**src/rtl/rf_dump_ctrl.sv**
```systemverilog
// rtl/rf_dump_ctrl.sv - sweeps a register file and streams every entry out as indexed beats
// The read address is the live index counter; the output stage is a single registered beat slot.
module rf_dump_ctrl #(
  parameter int NUM_REGS = 32,
  parameter int ADDR_W   = 5,
  parameter int DATA_W   = 32
) (
  input  logic              clk,
  input  logic              rst,
  input  logic              start,
  input  logic              abort,
  output logic [ADDR_W-1:0] rf_raddr,
  input  logic [DATA_W-1:0] rf_rdata,
  output logic              out_valid,
  input  logic              out_ready,
  output logic [ADDR_W-1:0] out_idx,
  output logic [DATA_W-1:0] out_data,
  output logic              out_last,
  output logic              busy,
  output logic              done
);

  localparam logic [1:0] S_IDLE  = 2'd0;
  localparam logic [1:0] S_SCAN  = 2'd1;
  localparam logic [1:0] S_DRAIN = 2'd2;

  localparam logic [ADDR_W-1:0] LAST_IDX = ADDR_W'(NUM_REGS - 1);

  logic [1:0]        state_q, state_d;
  logic [ADDR_W-1:0] cnt_q, cnt_d;
  logic              valid_q, valid_d;
  logic [ADDR_W-1:0] idx_q, idx_d;
  logic [DATA_W-1:0] data_q, data_d;
  logic              last_q, last_d;
  logic              busy_q, busy_d;
  logic              done_q, done_d;

  logic capture;
  logic handshake;

  // The slot refills whenever it is empty or being emptied this cycle.
  assign capture   = (state_q == S_SCAN) && (!valid_q || out_ready);
  assign handshake = valid_q && out_ready;

  always_comb begin
    state_d = state_q;
    cnt_d   = cnt_q;
    valid_d = valid_q;
    idx_d   = idx_q;
    data_d  = data_q;
    last_d  = last_q;
    busy_d  = busy_q;
    done_d  = 1'b0;

    case (state_q)
      S_IDLE: begin
        if (start && !abort) begin
          state_d = S_SCAN;
          cnt_d   = '0;
          busy_d  = 1'b1;
        end
      end
      S_SCAN, S_DRAIN: begin
        if (abort) begin
          state_d = S_IDLE;
          cnt_d   = '0;
          valid_d = 1'b0;
          last_d  = 1'b0;
          busy_d  = 1'b0;
        end else if (capture) begin
          data_d  = rf_rdata;
          idx_d   = cnt_q;
          valid_d = 1'b1;
          last_d  = (cnt_q == LAST_IDX);
          if (cnt_q == LAST_IDX) begin
            state_d = S_DRAIN;
          end else begin
            cnt_d = cnt_q + 1'b1;
          end
        end else if (handshake) begin
          valid_d = 1'b0;
          if (last_q) begin
            state_d = S_IDLE;
            last_d  = 1'b0;
            busy_d  = 1'b0;
            done_d  = 1'b1;
          end
        end
      end
      default: begin
        state_d = S_IDLE;
      end
    endcase
  end

  always_ff @(posedge clk) begin
    if (rst) begin
      state_q <= S_IDLE;
      cnt_q   <= '0;
      valid_q <= 1'b0;
      idx_q   <= '0;
      data_q  <= '0;
      last_q  <= 1'b0;
      busy_q  <= 1'b0;
      done_q  <= 1'b0;
    end else begin
      state_q <= state_d;
      cnt_q   <= cnt_d;
      valid_q <= valid_d;
      idx_q   <= idx_d;
      data_q  <= data_d;
      last_q  <= last_d;
      busy_q  <= busy_d;
      done_q  <= done_d;
    end
  end

  assign rf_raddr  = cnt_q;
  assign out_valid = valid_q;
  assign out_idx   = idx_q;
  assign out_data  = data_q;
  assign out_last  = last_q;
  assign busy      = busy_q;
  assign done      = done_q;

endmodule

```
**config.mk**
```make
export PLATFORM = sky130hd
export DESIGN_NAME = rf_dump_ctrl
export DESIGN_NICKNAME = d
export VERILOG_FILES = /design/src/rtl/rf_dump_ctrl.sv
export SDC_FILE = /design/constraint.sdc
export NUM_CORES = 1
export LEC_CHECK = 0
export ABC_CLOCK_PERIOD_IN_PS = 3100
export BUFFER_PORTS_ARGS = -buffer_cell sky130_fd_sc_hd__buf_2
export CAP_MARGIN = 20
export CORE_UTILIZATION = 50
export DETAILED_ROUTE_END_ITERATION = 10
export PLACE_DENSITY = 0.84
export SLEW_MARGIN = 10
export SYNTH_ARGS = -nofsm -noshare
export SYNTH_HDL_FRONTEND = slang
export SYNTH_SLANG_ARGS = --single-unit
```
**constraint.sdc**
```tcl
create_clock -name clk -period 3.1 [get_ports clk]
set_input_delay 0.155 -clock clk [delete_from_list [all_inputs] [get_ports clk]]
set_output_delay 0.155 -clock clk [all_outputs]
set_load 0.01 [all_outputs]
```
==> impl_summary.txt <==
----------------------------------------------------
[STA]
  Slew at the pin closest to its max-slew limit ... 0.8472 ns
  Setup repair after global routing missed its margin ... no
  Final hold vios ... 0
  Relative slew margins ... 43.52%
  Setup violation total in the final timing report ... 0
  Total Negative Setup Slacks ... 0 ns
  Post-Route Skew ... 0.008663 ns
  Count of pins over their slew limit ... 0
  Highest clock rate ... ~0.47 GHz
  Final worst path period need ... 2.149 ns
  Final Worst Setup Slack ... 0.9512 ns
  Share of the cycle needed by the critical path after routing ... 69.31%

[Power and ir drop]
  Power per Cell Area ... 530.4 nW/um2
  Peak supply drop ... 289.8 uV
  Static Leak ... 1.081 nW

[Critical path]
  CP max-delay cell ... sky130_fd_sc_hd__nand3_1
  Startpoint type of the worst setup path ... flip-flop
  Top Family by Delay on Critical Path ... simple AND/OR/NAND/NOR gates
  CP max FO ... 25
  Data required, critical path ... 3.24 ns
  Critical path buffers and inverters ... 2
  Endpoint kind of the worst setup timing path ... flip-flop
  Crit path largest cell delay ... 0.41 ns
  Data arrival time of the critical path ... 2.29 ns
  Ordered cell list for the critical path ... inv_1 -> ha_1 -> nor2b_4 -> nand3_1 -> buf_4 -> nand2_1 -> a21oi_1
  Category of the critical setup timing path ... reg2reg

[Drt]
  Drc violations ... 0
  Detail Route Antenna Nets ... 0
  Wirelength per Cell ... 11.12 um
  Total routed wirelength ... just under 4000 um
  Via count ... 1827
  Count of TritonRoute iterations in the first routing pass ... 4
  First-iteration detailed-routing DRC count ... 83
  Avg Vias per Cell ... approximately 5.1

[Finish]
  Number of antenna diodes ... 0
  Proportion of layout cells with a drive suffix above 1 ... a little under a third
  Post-layout util ... 66.06%
  Most frequent cells in the layout ... sky130_fd_sc_hd__buf_2, sky130_fd_sc_hd__nand2_1, sky130_fd_sc_hd__dfxtp_1
  Area added between synthesis and finish ... 26.51%
  Most common library cell in the layout ignoring fill and taps ... sky130_fd_sc_hd__buf_2
  Count of nets after finishing ... 352
  Count of non-filler cells in the finished layout ... around 360

[Synth]
  Primary flip-flop cell chosen by synthesis mapping ... sky130_fd_sc_hd__dfxtp_1
  Warnings, synthesis ... 0
  Synthesized area per cell ... a little over 8 um2
  Number of flops mapped to enable cells by yosys ... 0
  Number of synthesized register bits ... 48
  Area share of xor/xnor cells in the synthesized design ... 0%
  Syn nets ... 277
  Adder-Cell Fraction of Synth Area ... 3.927%
  Number of library cell types mapped by synthesis ... 33
  Fraction of the mapped netlist area in compound gates ... 17.54%
  Largest family of logic cells by synthesized area ... simple AND/OR/NAND/NOR gates
  Cell area after synthesis ... 1912 um2
  Post-synthesis sequential area ratio ... 50.26%
  Simple-gate portion of the synthesized area ... 22.71%
  Post-Synthesis Cells ... around 230
  Proportion of synthesized flip-flops having asynchronous set or reset ... 0%
  Fraction of synthesized area in multiplexers ... around 1.7%

[Floorplan]
  Starting Density ... 52.22%
  Total Die Area ... ~4100 um2
  Floorplan core area ... approximately 3700 um2
  Horizontal extent of the die ... 63.84 um
  Site Rows ... 22
  Die span in y ... 63.84 um
  I/O pin total ... 83

[Run]
  Max-cap check violation count ... 0

[CTS]
  Setup bufs post-CTS ... 0
  Clock network latency to the later pin of the worst-skew pair ... around 0.3 ns
  Clock-pin slew on the worst setup and hold paths ... roughly 0.090 ns
  Inserted Clock Buffers ... 5
  Post-cts repair resize count ... 0
  TritonCTS Sinks ... 48
  Root cell of the clock tree ... sky130_fd_sc_hd__clkbuf_8
  Number of buffers on the longest clock path ... 2
  TritonCTS clock tree ... done
  Max H-tree Level ... 2
  Hold-fix buffers, CTS ... 0

[Placed design]
  Cell Count Post-Placement ... 350
  Port-buffer cells ... 82
  Post-detail-place hpwl ... 2724 um
  Dpl ws ... 0.9287 ns
  Gpl congestion ... slightly below 0.8

[Global route]
  GRT Resource Usage Total ... approximately 20%
  Pin count of the biggest net entering global routing ... 51
  Number of antenna violations at the first check in global routing ... 0
  Wire length of the first global-routing pass ... roughly 6600 um
  GRT overflow ... 0
  Number of global-route vias before repair ... about 1.6k

[Outcome]
  Result of the run ... finished, final reports clean

[Min path]
  Hold Crit Class ... in2reg

----------------------------------------------------
[per-stage QoR]
| step | hold WS, ns | power, mW | instance area [um2] |
|---|---|---|---|
| global route | 0.07593 | 1.350 | 2419 |
| floorplan | 0.2910 | 0.8484 | 1912 |
| global placement | 0.3960 | 0.9203 | 2327 |
| detailed placement | 0.4031 | 0.9224 | 2327 |
| CTS | 0.07978 | 1.294 | 2419 |
| finish | 0.08455 | 1.283 | 2419 |
[cell families (layout without fill, tap and decap cells)]
logic type      after synthesis  count (layout)
buf+inv                      18              93
flops                        48              48
fa+ha+maj                     6               6
simple gates                 98              98
compound gates               61              61
mux                           3               3
[flip-flops by register name (all words and copies together), names as in the netlist]
| name | flops |
|---|---|
| out_data | 32 |
| out_valid | 1 |
| rf_raddr | 5 |
| out_idx | 5 |
| busy | 1 |
| done | 1 |
| out_last | 1 |
| state_q | 2 |
[area by class of cell]
cell class,count,area [um2]
clock buffer,6,82.58
clock inverter,1,8.758
fill,324,1242
inverter,3,11.26
multi-input combinational,168,877.1
sequential,48,960.9
tap,48,60.06
timing repair buffer,83,417.9
[worst reg2reg max path: cells and delay by family (launching register included)]
kind / cells / cell delay, ns
fa+ha+maj: 1 / 0.36
buf+inv: 2 / 0.48
compound gates: 1 / 0.06
simple gates: 3 / 0.71
flops: 1 / 0.39
[per-layer routing]
layer	global-route usage (%)	part of all wire, %	vias up
met2	32.58	45	71
li1	-	-	938
met5	0	0	-
met3	4.643	7.5	7
met1	25.88	46	811
met4	8.807	1.2	0
[power by group]
| group | internal, mW | switching (mW) | total (mW) |
|---|---|---|---|
| registers | 0.644 | 0.0178 | 0.662 |
| logic | 0.102 | 0.143 | 0.245 |
| clock network | 0.178 | 0.198 | 0.375 |
| total | 0.924 | 0.359 | 1.28 |
[synthesized netlist by cell type (all sizes together), types with 2 or more instances]
cell     n  share of area, %
nand2b   5               2.0
nor2     5              0.98
nand2   74                15
o21ai    7               1.8
and3     3               1.0
dfxtp   48                50
a21oi   44                12
mux2     2               1.2
clkbuf  10               2.0
inv      3              0.59
a31oi    3              0.98
ha       6               3.9
nand3    4               1.0
buf      5               1.3
[path summary, 6_finish.rpt]
| path | from | to | slack, ns | depth (start not counted) |
|---|---|---|---|---|
| max | state_q[0] | out_idx[2] | 0.95 | 7 |
| min reg2reg | out_data[16] | out_data[16] | 0.45 | 2 |
| min | rf_rdata[8] | out_data[8] | 0.08 | 3 |
| max reg2reg | state_q[0] | out_idx[2] | 0.95 | 7 |
(Power assumes the default switching activity.)
